[src/rtl/sram_byte_bridge.sv]
// rtl/sram_byte_bridge.sv - two-port 32-bit OBI-style to 8-bit SRAM byte-serialising bridge
//
// Purpose: arbitrates the Ibex instruction and data request ports, serialises each
// granted word access into four little-endian byte slots on the external SRAM pins
// and reassembles read bytes into a 32-bit response word.
//
// Parameters:
//   READ_LATENCY  cycles from a read strobe to valid ext_sram_rdata_i (1..4)
//   ADDR_MASK     ANDed into every ext_sram_addr_o value
//
// Optional feature macro: SRAM_BRIDGE_RR_ARB_EN
//   defined   -> round-robin arbitration between the two ports
//   undefined -> fixed data-over-instr priority
//
// Ports:
//   clk_i, rst_i                  clock, synchronous active-high reset
//   instr_req/gnt/rvalid/addr/rdata   instruction port (read only)
//   data_req/gnt/rvalid/we/be/addr/wdata/rdata   data port
//   ext_sram_rdata_i              SRAM read byte
//   ext_sram_wdata_o/addr_o       SRAM write byte and byte address
//   ext_sram_read_o/write_o       one-cycle read / write strobes

module sram_byte_bridge #(
  parameter int          READ_LATENCY = 1,
  parameter logic [31:0] ADDR_MASK    = 32'hFFFF_FFFF
) (
  input  logic        clk_i,
  input  logic        rst_i,
  input  logic        instr_req_i,
  output logic        instr_gnt_o,
  output logic        instr_rvalid_o,
  input  logic [31:0] instr_addr_i,
  output logic [31:0] instr_rdata_o,
  input  logic        data_req_i,
  output logic        data_gnt_o,
  output logic        data_rvalid_o,
  input  logic        data_we_i,
  input  logic [3:0]  data_be_i,
  input  logic [31:0] data_addr_i,
  input  logic [31:0] data_wdata_i,
  output logic [31:0] data_rdata_o,
  input  logic [7:0]  ext_sram_rdata_i,
  output logic [7:0]  ext_sram_wdata_o,
  output logic [31:0] ext_sram_addr_o,
  output logic        ext_sram_read_o,
  output logic        ext_sram_write_o
);

  typedef enum logic [1:0] {IDLE, XFER, WAIT, RESP} state_t;

  state_t                  state_q, state_d;
  logic [1:0]              slot_q;
  logic [2:0]              wait_q;
  logic                    owner_q;   // 1 = data port owns the transaction
  logic                    we_q;
  logic [3:0]              be_q;
  logic [31:0]             base_q;
  logic [31:0]             wdata_q;
  logic [23:0]             asm_q;     // bytes 0..2 of the read word, shifted in from the top
  logic [1:0]              cap_q;
  logic [READ_LATENCY-1:0] rd_pipe_q; // read strobes delayed to their capture cycle

  logic        data_first;
  logic        grant;
  logic        gnt_we;
  logic [3:0]  gnt_be;
  logic [31:0] gnt_base;
  logic [1:0]  next_slot;
  logic [31:0] wdata_shift;

`ifdef SRAM_BRIDGE_RR_ARB_EN
  logic last_data_q;

  always_ff @(posedge clk_i) begin
    if (rst_i) begin
      last_data_q <= 1'b0;
    end else if (grant) begin
      last_data_q <= data_gnt_o;
    end
  end

  // On a tie the port that was not granted last wins.
  assign data_first = ~last_data_q;
`else
  assign data_first = 1'b1;
`endif

  always_comb begin
    state_d     = state_q;
    instr_gnt_o = 1'b0;
    data_gnt_o  = 1'b0;
    case (state_q)
      IDLE: begin
        if (!rst_i) begin
          if (data_req_i && (!instr_req_i || data_first)) begin
            data_gnt_o = 1'b1;
          end else if (instr_req_i) begin
            instr_gnt_o = 1'b1;
          end
        end
        if (data_gnt_o || instr_gnt_o) begin
          state_d = XFER;
        end
      end
      XFER: begin
        if (slot_q == 2'd3) begin
          state_d = we_q ? RESP : WAIT;
        end
      end
      WAIT: begin
        if (wait_q == 3'(READ_LATENCY - 1)) begin
          state_d = RESP;
        end
      end
      RESP: state_d = IDLE;
      default: state_d = IDLE;
    endcase
  end

  always_ff @(posedge clk_i) begin
    if (rst_i) begin
      state_q <= IDLE;
    end else begin
      state_q <= state_d;
    end
  end

  assign grant       = instr_gnt_o | data_gnt_o;
  assign gnt_we      = data_gnt_o & data_we_i;
  assign gnt_be      = data_gnt_o ? data_be_i : 4'hF;
  // Clearing the low bits of the whole address keeps every address bit in use.
  assign gnt_base    = (data_gnt_o ? data_addr_i : instr_addr_i) & 32'hFFFF_FFFC;
  assign next_slot   = slot_q + 2'd1;
  assign wdata_shift = wdata_q >> {next_slot, 3'b000};

  assign instr_rvalid_o = (state_q == RESP) && !owner_q;
  assign data_rvalid_o  = (state_q == RESP) && owner_q;

  always_ff @(posedge clk_i) begin
    if (rst_i) begin
      slot_q           <= 2'd0;
      wait_q           <= 3'd0;
      owner_q          <= 1'b0;
      we_q             <= 1'b0;
      be_q             <= 4'h0;
      base_q           <= 32'h0;
      wdata_q          <= 32'h0;
      asm_q            <= 24'h0;
      cap_q            <= 2'd0;
      rd_pipe_q        <= '0;
      instr_rdata_o    <= 32'h0;
      data_rdata_o     <= 32'h0;
      ext_sram_addr_o  <= 32'h0;
      ext_sram_wdata_o <= 8'h0;
      ext_sram_read_o  <= 1'b0;
      ext_sram_write_o <= 1'b0;
    end else begin
      ext_sram_read_o  <= 1'b0;
      ext_sram_write_o <= 1'b0;

      // Slot 0 is launched on the grant edge; each XFER cycle launches the next slot.
      if (grant) begin
        owner_q          <= data_gnt_o;
        we_q             <= gnt_we;
        be_q             <= gnt_be;
        base_q           <= gnt_base;
        wdata_q          <= data_wdata_i;
        slot_q           <= 2'd0;
        cap_q            <= 2'd0;
        ext_sram_addr_o  <= gnt_base & ADDR_MASK;
        ext_sram_wdata_o <= data_wdata_i[7:0];
        ext_sram_read_o  <= ~gnt_we;
        ext_sram_write_o <= gnt_we & gnt_be[0];
      end else if (state_q == XFER && slot_q != 2'd3) begin
        slot_q           <= next_slot;
        ext_sram_addr_o  <= (base_q + {30'd0, next_slot}) & ADDR_MASK;
        ext_sram_wdata_o <= wdata_shift[7:0];
        ext_sram_read_o  <= ~we_q;
        ext_sram_write_o <= we_q & be_q[next_slot];
      end

      wait_q <= (state_q == WAIT) ? wait_q + 3'd1 : 3'd0;

      rd_pipe_q[0] <= ext_sram_read_o;
      for (int i = 1; i < READ_LATENCY; i++) begin
        rd_pipe_q[i] <= rd_pipe_q[i-1];
      end

      // The fourth byte lands on the edge that enters RESP, so the owner's
      // rdata is loaded straight from the pins together with bytes 0..2.
      if (rd_pipe_q[READ_LATENCY-1]) begin
        cap_q <= cap_q + 2'd1;
        if (cap_q == 2'd3) begin
          if (owner_q) begin
            data_rdata_o <= {ext_sram_rdata_i, asm_q};
          end else begin
            instr_rdata_o <= {ext_sram_rdata_i, asm_q};
          end
        end else begin
          asm_q <= {ext_sram_rdata_i, asm_q[23:8]};
        end
      end
    end
  end

endmodule
[config.mk]
export PLATFORM = sky130hd
export DESIGN_NAME = sram_byte_bridge
export DESIGN_NICKNAME = d
export VERILOG_FILES = /design/src/rtl/sram_byte_bridge.sv
export SDC_FILE = /design/constraint.sdc
export NUM_CORES = 1
export LEC_CHECK = 0
export ABC_AREA = 1
export CAP_MARGIN = 15
export CORE_MARGIN = 5
export CORE_UTILIZATION = 30
export CTS_BUF_LIST = sky130_fd_sc_hd__clkbuf_4
export CTS_CLUSTER_SIZE = 40
export DETAILED_ROUTE_END_ITERATION = 16
export PLACE_DENSITY_LB_ADDON = 0.08
export SLEW_MARGIN = 20
export SYNTH_ARGS = -nofsm -noshare
export SYNTH_HDL_FRONTEND = slang
export SYNTH_SLANG_ARGS = --single-unit
export TNS_END_PERCENT = 10
[constraint.sdc]
create_clock -name clk_i -period 3.56 [get_ports clk_i]
set_input_delay 0.712 -clock clk_i [delete_from_list [all_inputs] [get_ports clk_i]]
set_output_delay 0.712 -clock clk_i [all_outputs]
set_load 0.03 [all_outputs]
* Yosys cells after proc, flatten, opt, wreduce, memory -nomap -nowiden
Index checks and enable logic that the tools add are counted.
** Storage, ports and cells
- Flip-flop bits (word level) :: 208
- Input port bits :: 113
- Output and inout port bits :: 110
** Operators by class
- $add $sub $neg :: 4
- Magnitude comparators :: 1
- Equal/unequal tests :: 9
- Shifts and indexed selects :: 1
- Mux-type cells :: 28
- Bitwise operators :: 9
- Reduce and logical (&&, ||, !) cells :: 15
** Operators with widths (number)
- $mux 32 :: 3
- $add 32x2->32 :: 1
- $shr 32x5->8 :: 1
- $mux 8 :: 2
- $mux 1 :: 15
- $mux 2 :: 5
- $reduce_and 3->1 :: 3
- $eq 2x2->1 const B :: 4
- $ne 2x2->1 const B :: 4
- $pmux 2 s4 :: 1
- $not 1->1 :: 5
- $add 2x1->2 const B :: 2
- $mux 4 :: 1
- $reduce_bool 2->1 :: 2
- $reduce_or 2->1 :: 2
- $add 3x1->3 const B :: 1
- $and 1x1->1 :: 3
- $logic_and 1x1->1 :: 3
- $logic_not 3->1 :: 1
- $lt 2x3->1 const B :: 1
- $bmux 1 s2 :: 1
- $eq 2x1->1 const B :: 1
- $logic_not 2->1 :: 1
- $reduce_and 2->1 :: 1
- other kinds (3) :: 3

* Logic depth before layout (Yosys ltp)
Gate-level depths: netlist of run 1.
- Word-level depth :: 8
- Mapped depth :: 12

* Worst setup path after synthesis of run 1
Ideal clock, no wire load.
- Kind :: input-to-output
- From :: input port instr_req_i
- To :: output port instr_gnt_o
- Data arrival time :: 1.401 ns
- Slack :: 1.447 ns
- Stages on the path :: 5
- Buffers on the path :: 1
- Cell sequence :: inv_1 nor2_1 nand2_4 clkbuf_1 inv_1
** Between the ends
- Longest elaborated chain between the ends :: 5
** Ends and longest elaborated chain
- start, declared :: line 29 : input logic instr_req_i,
- $mux 1 :: line 97 : end else if (instr_req_i) begin
- $mux 1 :: line 95 : if (data_req_i && (!instr_req_i || data_first)) begin
- $mux 1 :: line 94 : if (!rst_i) begin
- $mux 1 (2 in a row) :: line 92 : case (state_q)
- end, declared :: line 30 : output logic instr_gnt_o,
Every way passes these cells. The select of a mux whose other input is x is not followed.

* Worst setup path after layout of run 1
- From :: register state_q[0]
- To :: output port instr_gnt_o
** Between the ends
- Longest elaborated chain between the ends :: 2
** Ends and longest elaborated chain
- start, declared :: line 51 : state_t state_q, state_d;
- start signal, assigned :: line 124 : state_q <= state_d;
- $logic_not 2->1 :: line 92
- $mux 1 :: line 92
Every way passes these cells.

==> results of run 1 <==
-- cells in the final DEF, fill, tap and decap left out, drive strengths merged, types with 4 or more instances in the layout --
master	count
nand2	250
nor2	176
o21bai	30
clkbuf	79
nand3	78
o21ai	132
dfxtp	206
a21oi	86
o211ai	4
ha	8
clkdlybuf4s50	216
inv	133
clkinv	9
buf	17
-- worst paths after layout --
check / to / slack [ns] / cells past startpoint
min reg2reg: rd_pipe_q / 0.42 / 2
max reg2reg: wdata_q[16] / 1.04 / 11
min: rd_pipe_q / 0.42 / 2
max: instr_gnt_o / 0.47 / 7
-- power groups by stage --
stage | clock network [mW] | logic [mW] | registers, mW
finish | 1.92 | 2.64 | 2.95
global route | 2.14 | 2.97 | 3.00
floorplan | 0 | 1.43 | 3.32
global placement | 0 | 2.66 | 3.00
CTS | 2.03 | 2.69 | 2.95
detailed placement | 0 | 2.68 | 3.00
-- routing by layer --
| metal | vias up | track usage |
|---|---|---|
| li1 | 4177 | - |
| met1 | 3494 | 0.196 |
| met2 | 175 | 0.242 |
| met3 | 44 | 0.0437 |
| met4 | 2 | 0.0454 |
| met5 | - | 0 |
-- per-stage QoR --
stage	hold slack (ns)	instance area, sq um
6_report	0.425	11500
5_1_grt	0.416	11500
4_1_cts	0.423	11500
3_5_place_dp	0.438	10900
3_3_place_gp	0.432	10900
2_1_floorplan	0.417	8490
-- state kept, by name, indices dropped and copies added, names as in the netlist --
signal and count:
ext_sram_wdata_o 8, we_q 1, owner_q 1, ext_sram_read_o 1
ext_sram_addr_o 32, data_rdata_o 32, cap_q 2, rd_pipe_q 1
wait_q 3, state_q 2, asm_q 24, base_q 30
ext_sram_write_o 1, wdata_q 32, be_q 4, instr_rdata_o 32
-- critical path, delay by kind of cell (launching register included) --
family | cells | cell delay [ns]
buf+inv | 4 | 0.96
flops | 1 | 0.36
simple gates | 2 | 0.15
fa+ha+maj | 1 | 0.25
-- area by class of cell --
class / instances / area (sq um)
well taps: 378 / 473
clock inverters: 8 / 30.0
inverters: 134 / 504
clock buffers: 79 / 593
diodes: 1 / 2.50
multi-input cells: 766 / 3510
flip-flops and latches: 206 / 4120
repair buffers: 233 / 2310
fillers: 2956 / 16300
-- cell families (layout without fill, tap and decap cells) --
kind of cell,Yosys count,count (layout),share of synthesized area
DFF,206,206,0.485
buffers and inverters,209,454,0.103
xor gates and xnor gates,1,1,0.00103
AOI/OAI and AO/OA,252,252,0.159
other,0,1,0
and+or+nand+nor,505,505,0.240
adders and majority gates,8,8,0.0118
==> reports/qor_table.md, run 1 <==
| Stage | Item | Reported |
| --- | --- | --- |
| clocking | Setup Buffers After CTS | 0 |
| timing | Setup TNS | 0 ns |
| grt | Largest net degree at the start of global routing | 78 |
| clocking | CTS tree | built |
| timing | Unrepaired setup endpoints after global routing | no |
| setup path | Data arrival time of the critical path | 2.38 ns |
| pwr | Pleak | 5.30 nW |
| setup path | Worst path required time | 2.85 ns |
| die | Site Rows | 61 |
| clocking | Number of sinks driven by the clock tree | 206 |
| clocking | H-tree depth | 2 |
| cells and area | Area grow syn2layout | 36.0% |
| cells and area | Post-route core utilization | 0.415 |
| logic synthesis | Post-synth EDFFs | 0 |
| clocking | Clock Path Buffers | 3 |
| drt | Detailed-route wire length on metal 1 | 11.5 mm |
| drt | Detail Route Antenna Nets | 0 |
| logic synthesis | Syn avg cell area | 7.19 sq um |
| clocking | Total CTS buffers | 58 |
| grt | GRT Residual Overflow | 0 |
| setup path | Most frequent cell on the critical path | sky130_fd_sc_hd__inv_1 |
| worst hold path | Startpoint of the tightest hold check path | ext_sram_read_o |
| cells and area | Layout cells sized above 1 | 0.0813 |
| setup path | Worst setup path start | state_q[0] |
| logic synthesis | Commonest cells in the synthesized netlist | sky130_fd_sc_hd__nand2_1 (244), sky130_fd_sc_hd__dfxtp_1 (206), sky130_fd_sc_hd__nor2_1 (175) |
| timing | Clk_skew | 0.0326 ns |
| drt | Routed via count divided by cell count | 4.37 |
| timing | Slew Viols, Final | 0 |
| logic synthesis | Synth warn | 0 |
| die | Starting density of the core | 0.305 |
| worst hold path | Worst hold-check path type | flip-flop to flip-flop |
| logic synthesis | Most repeated cell in the gate-level netlist after synthesis | sky130_fd_sc_hd__nand2_1 |
| die | IO Pins | 223 |
| die | Core box area | 0.0279 sq mm |
| pwr | Switching Fraction | 0.374 |
| logic synthesis | Register area share after synthesis | 0.485 |
| drt | DRT Wirelength | 24.6 mm |
| drt | Iteration-0 DRC count of the detailed router | 405 |
| drt | Total met3 wirelength after detailed routing | 1.50 mm |
| drt | Detailed-routed wire length on met2 | 11.1 mm |
| setup path | Cells traversed along the worst timing path | inv_1 -> ha_1 -> inv_2 -> nor2_4 -> nand2_4 -> inv_1 -> clkdlybuf4s50_1 |
| die | Die area | 0.0318 sq mm |
| pwr | Largest voltage drop on the vdd net | 0.411 mV |
| logic synthesis | Mapped Nets | 1302 |
| timing | Count of final setup violators | 0 |
| placement | Final weighted congestion in routability-driven placement | 0.722 |
| cells and area | Number of non-filler instances in the completed layout | 1805 |
| logic synthesis | Yosys cell types | 26 |
| timing | Headroom to the max-slew limit | 0.458 |
| logic synthesis | Largest area contributor in the netlist | sky130_fd_sc_hd__dfxtp_1 |
| pwr | Clock power frac | 0.256 |
| setup path | Worst setup path class | flip-flop to primary output |
| clocking | Quantity of gates resized following cts | 0 |
| cells and area | Final Net Count | 1520 |
| logic synthesis | Share of synthesized registers carrying an async set or reset | 0 |
| die | Die height | 178 um |
| pwr | Cell-internal power | 4.70 mW |
| grt | Total Routing Usage GR | 0.150 |
| drt | Routed length per instance | 13.6 um |
| setup path | Largest driver fanout on the critical path | 6 |
| timing | Final cycle utilization of the critical path | 0.868 |
| drt | DR top layer | met5 |
| pwr | Net switching component of the power | 2.81 mW |
| placement | Cell count after placement | 1717 |
| logic synthesis | Most used DFF post-synth | sky130_fd_sc_hd__dfxtp_1 |
| placement | Pre-CTS setup slack | 0.592 ns |
| die | Die X-Extent | 178 um |
| pwr | Combinational share of power | 0.351 |
| timing | Worst-margin pin slew | 0.812 ns |
| timing | Final WS setup | 0.471 ns |
| timing | Hold Violations, Final | 0 |
| drt | Routed vias | 7892 |
| logic synthesis | Number of flip-flops and latches in the synthesized netlist | 206 |
| placement | Input/output buffers | 218 |
| timing | Fin crit period | 3.09 ns |
| clocking | Hold-fix buffers at CTS | 0 |
| logic synthesis | Netlist area before placement | 0.00849 sq mm |
| pwr | PnR Total Power | 7.51 mW |
| setup path | Startpoint of the worst register-to-register path | state_q[0] |
| setup path | Longest individual stage delay on the worst path | 0.72 ns |
| grt | Initial antenna violation count | 2 |
| setup path | Capturing element type of the critical path | primary output |
| setup path | Sort of element at the start of the critical path | flip-flop |
| logic synthesis | Area share of the largest cell type after synthesis | 0.485 |
| logic synthesis | Leading cell types by total area after synthesis | sky130_fd_sc_hd__dfxtp_1 (49%), sky130_fd_sc_hd__nand2_1 (11%), sky130_fd_sc_hd__nor2_1 (7.7%) |
| flow run | Maximum capacitance violations | 0 |
| grt | Wire length of the first global-routing pass | 39.3 mm |
| clocking | Clock Tree Root | sky130_fd_sc_hd__clkbuf_4 |
| drt | DRC Markers | 0 |
| pwr | Power density normalized to cell area | 650 mW/mm^2 |
| logic synthesis | Cell count after synthesis | 1181 |
| clocking | Source-to-sink clock delay at the later pin of the worst-skew pair | 0.66 ns |
| timing | Fmax | 324 MHz |
| status | Status | finished, final reports clean |
| drt | Drt first pass iters | 4 |
| clocking | Clock Pin Slew Worst Setup and Hold Paths | 0.06 ns |
| grt | Number of global-route vias before repair | 7607 |
| setup path | Crit path max-delay cell type | sky130_fd_sc_hd__clkdlybuf4s50_1 |
| pwr | Part of the power in registers | 0.393 |
| placement | HPWL after detailed placement | 16.0 mm |
Note: power is estimated with default switching activity, not from simulation.
==> run 2, diff against run 1 <==
--- a/config.mk
+++ b/config.mk
@@ -13,7 +13,6 @@
 export CTS_CLUSTER_SIZE = 40
 export DETAILED_ROUTE_END_ITERATION = 16
 export PLACE_DENSITY_LB_ADDON = 0.08
-export SLEW_MARGIN = 20
 export SYNTH_ARGS = -nofsm -noshare
 export SYNTH_HDL_FRONTEND = slang
 export SYNTH_SLANG_ARGS = --single-unit
==> reports/qor_table.md, run 2 (synthesis results as in run 1) <==
| Stage | Item | Reported | Change |
| --- | --- | --- | --- |
| status | Status | finished, final reports clean | unchanged |
| drt | DRT Wirelength | 24.6 mm | about the same |
| setup path | Startpoint of the worst register-to-register path | state_q[0] | unchanged |
| setup path | FF-to-FF path depth | 11 | unchanged |
| clocking | Clock Tree Root | sky130_fd_sc_hd__clkbuf_4 | unchanged |
| placement | HPWL after detailed placement | 16.0 mm | unchanged |
| pwr | Net switching component of the power | 2.81 mW | about the same |
| drt | DRC Markers | 0 | unchanged |
| pwr | Clock power frac | 0.256 | about the same |
| flow run | Maximum capacitance violations | 0 | unchanged |
| worst hold path | Endpoint with the worst hold slack | rd_pipe_q | unchanged |
| timing | Clk_skew | 0.0326 ns | unchanged |
| clocking | Clock Pin Slew Worst Setup and Hold Paths | 0.06 ns | about the same |
| clocking | CTS tree | built | unchanged |
| pwr | Part of the power in registers | 0.393 | about the same |
| grt | Initial antenna violation count | 2 | unchanged |
| drt | Iteration-0 DRC count of the detailed router | 405 | unchanged |
| die | Core box area | 0.0279 sq mm | unchanged |
| timing | Unrepaired setup endpoints after global routing | no | unchanged |
| clocking | Number of sinks driven by the clock tree | 206 | unchanged |
| cells and area | Layout cells sized above 1 | 0.0806 | was 0.0813 |
| setup path | Internal reg-to-reg setup slack | 1.04 ns | about the same |
| worst hold path | Hold Path Cell Cnt | 2 | unchanged |
| clocking | Clock Path Buffers | 3 | unchanged |
| pwr | Pleak | 5.30 nW | about the same |
| setup path | Capture point of the worst reg-to-reg path | wdata_q[16] | unchanged |
| pwr | Switching Fraction | 0.374 | about the same |
| setup path | Sort of element at the start of the critical path | flip-flop | unchanged |
| die | Die height | 178 um | unchanged |
| timing | Fin crit period | 3.09 ns | about the same |
| timing | Count of final setup violators | 0 | unchanged |
| clocking | H-tree depth | 2 | unchanged |
| grt | GRT Residual Overflow | 0 | unchanged |
| worst hold path | Worst hold-check path type | flip-flop to flip-flop | unchanged |
| pwr | Combinational share of power | 0.351 | about the same |
| drt | Routed vias | 7889 | was 7892 |
| cells and area | Reg area | 0.00412 sq mm | unchanged |
| grt | Total Routing Usage GR | 0.150 | unchanged |
| drt | Detail Route Antenna Nets | 0 | unchanged |
| drt | Routed length per instance | 13.6 um | about the same |
| timing | Worst-margin pin slew | 1.10 ns | was 0.812 ns |
| clocking | Quantity of gates resized following cts | 0 | unchanged |
| timing | Final cycle utilization of the critical path | 0.868 | about the same |
| clocking | Source-to-sink clock delay at the later pin of the worst-skew pair | 0.66 ns | about the same |
| die | Die X-Extent | 178 um | unchanged |
| grt | Number of global-route vias before repair | 7607 | unchanged |
| cells and area | Multi-input gate area in the final layout | 0.00351 sq mm | unchanged |
| worst hold path | Startpoint of the tightest hold check path | ext_sram_read_o | unchanged |
| drt | Drt first pass iters | 4 | unchanged |
| clocking | Hold-fix buffers at CTS | 0 | unchanged |
| die | Starting density of the core | 0.305 | unchanged |
| placement | Final weighted congestion in routability-driven placement | 0.722 | unchanged |
| setup path | Worst path required time | 2.85 ns | about the same |
| cells and area | Commonest cells after routing, fill and taps aside | sky130_fd_sc_hd__nand2_1 (244), sky130_fd_sc_hd__clkdlybuf4s50_1 (216), sky130_fd_sc_hd__dfxtp_1 (206) | unchanged |
| timing | Hold Violations, Final | 0 | unchanged |
| timing | Slew Viols, Final | 0 | unchanged |
| timing | Setup TNS | 0 ns | unchanged |
| die | Site Rows | 61 | unchanged |
| die | Die area | 0.0318 sq mm | unchanged |
| setup path | Worst setup path start | state_q[0] | unchanged |
| timing | Fmax | 324 MHz | about the same |
| cells and area | Final Net Count | 1520 | unchanged |
| drt | Routed via count divided by cell count | 4.37 | about the same |
| die | IO Pins | 223 | unchanged |
| timing | Headroom to the max-slew limit | 0.263 | was 0.458 |
| grt | Largest net degree at the start of global routing | 78 | unchanged |
| setup path | Worst setup path class | flip-flop to primary output | unchanged |
| grt | Wire length of the first global-routing pass | 39.3 mm | unchanged |
| timing | Worst hold-check slack | 0.425 ns | about the same |
| pwr | Cell-internal power | 4.70 mW | unchanged |
| cells and area | Area grow syn2layout | 36.0% | unchanged |
| pwr | Largest voltage drop on the vdd net | 0.411 mV | about the same |
| setup path | Data arrival time of the critical path | 2.38 ns | about the same |
| pwr | Power density normalized to cell area | 650 mW/mm^2 | about the same |
| cells and area | Leading cell type in the layout, fill and taps excluded | sky130_fd_sc_hd__nand2_1 | unchanged |
| cells and area | Count of filler cells inserted in the layout | 2956 | unchanged |
| clocking | Setup Buffers After CTS | 0 | unchanged |
| setup path | Capturing element type of the critical path | primary output | unchanged |
| placement | Input/output buffers | 218 | unchanged |
| setup path | Largest driver fanout on the critical path | 6 | unchanged |
| clocking | Total CTS buffers | 58 | unchanged |
[run 2: cell count changes in the layout (fill, tap and decap cells not counted)]
cell | before | now
sky130_fd_sc_hd__inv_2 | 6 | 5
sky130_fd_sc_hd__inv_1 | 127 | 128
[run 2: per-stage QoR]
step	total power, mW	worst slack [ns]	util	area (sq um)	instances
global placement	5.66	0.610	0.392	10900	1717
finish	7.51	0.471	0.415	11500	1805
detailed placement	5.67	0.592	0.392	10900	1717
floorplan	4.75	1.45	-	8490	1181
CTS	7.67	0.370	0.414	11500	1804
global route	8.11	0.288	0.415	11500	1805
[run 2: cell type report]
class,count,share of cell area
Sequential cell,206,0.357
Multi-Input combinational cell,766,0.304
Inverter,134,0.0437
Clock inverter,8,0.00260
Antenna cell,1,0.000217
Tap cell,378,0.0410
Timing Repair Buffer,233,0.200
Clock buffer,79,0.0514
[run 2: worst max-delay path by stage]
stage	end	slack (ns)	cells after the start
after floorplan	instr_gnt_o	1.45	5
after global placement	wdata_q[24]	0.61	9
after detailed placement	wdata_q[31]	0.59	9
after CTS	instr_gnt_o	0.37	7
after global routing	instr_gnt_o	0.29	7
final	instr_gnt_o	0.47	7
[run 2: power groups by stage]
stage / sequential (mW) / clock (mW) / combinational, mW
floorplan: 3.32 / 0 / 1.43
global placement: 3.00 / 0 / 2.66
detailed placement: 3.00 / 0 / 2.68
CTS: 2.95 / 2.03 / 2.69
global route: 3.00 / 2.14 / 2.97
finish: 2.95 / 1.92 / 2.64
[run 2: metal layers]
| metal | vias to the layer above | GRT usage | part of all wire |
|---|---|---|---|
| met2 | 175 | 0.242 | 0.45 |
| met1 | 3491 | 0.196 | 0.47 |
| li1 | 4177 | - | - |
| met5 | - | 0 | 0.00045 |
| met3 | 44 | 0.0437 | 0.061 |
| met4 | 2 | 0.0454 | 0.018 |
[run 2: critical path, cell delays in order (launching register included)]
cell and delay (ns):
sky130_fd_sc_hd__dfxtp_1 0.36, sky130_fd_sc_hd__inv_1 0.11, sky130_fd_sc_hd__ha_1 0.25, sky130_fd_sc_hd__inv_2 0.08, sky130_fd_sc_hd__nor2_4 0.10, sky130_fd_sc_hd__nand2_4 0.05
sky130_fd_sc_hd__inv_1 0.05, sky130_fd_sc_hd__clkdlybuf4s50_1 0.72
==> run 3, diff against run 2 <==
--- a/config.mk
+++ b/config.mk
@@ -6,6 +6,7 @@
 export NUM_CORES = 1
 export LEC_CHECK = 0
 export ABC_AREA = 1
+export ABC_CLOCK_PERIOD_IN_PS = 3560
 export CAP_MARGIN = 15
 export CORE_MARGIN = 5
 export CORE_UTILIZATION = 30
==> results of run 3 <==
The final DEF is identical to that of run 2; final timing and power are the same.
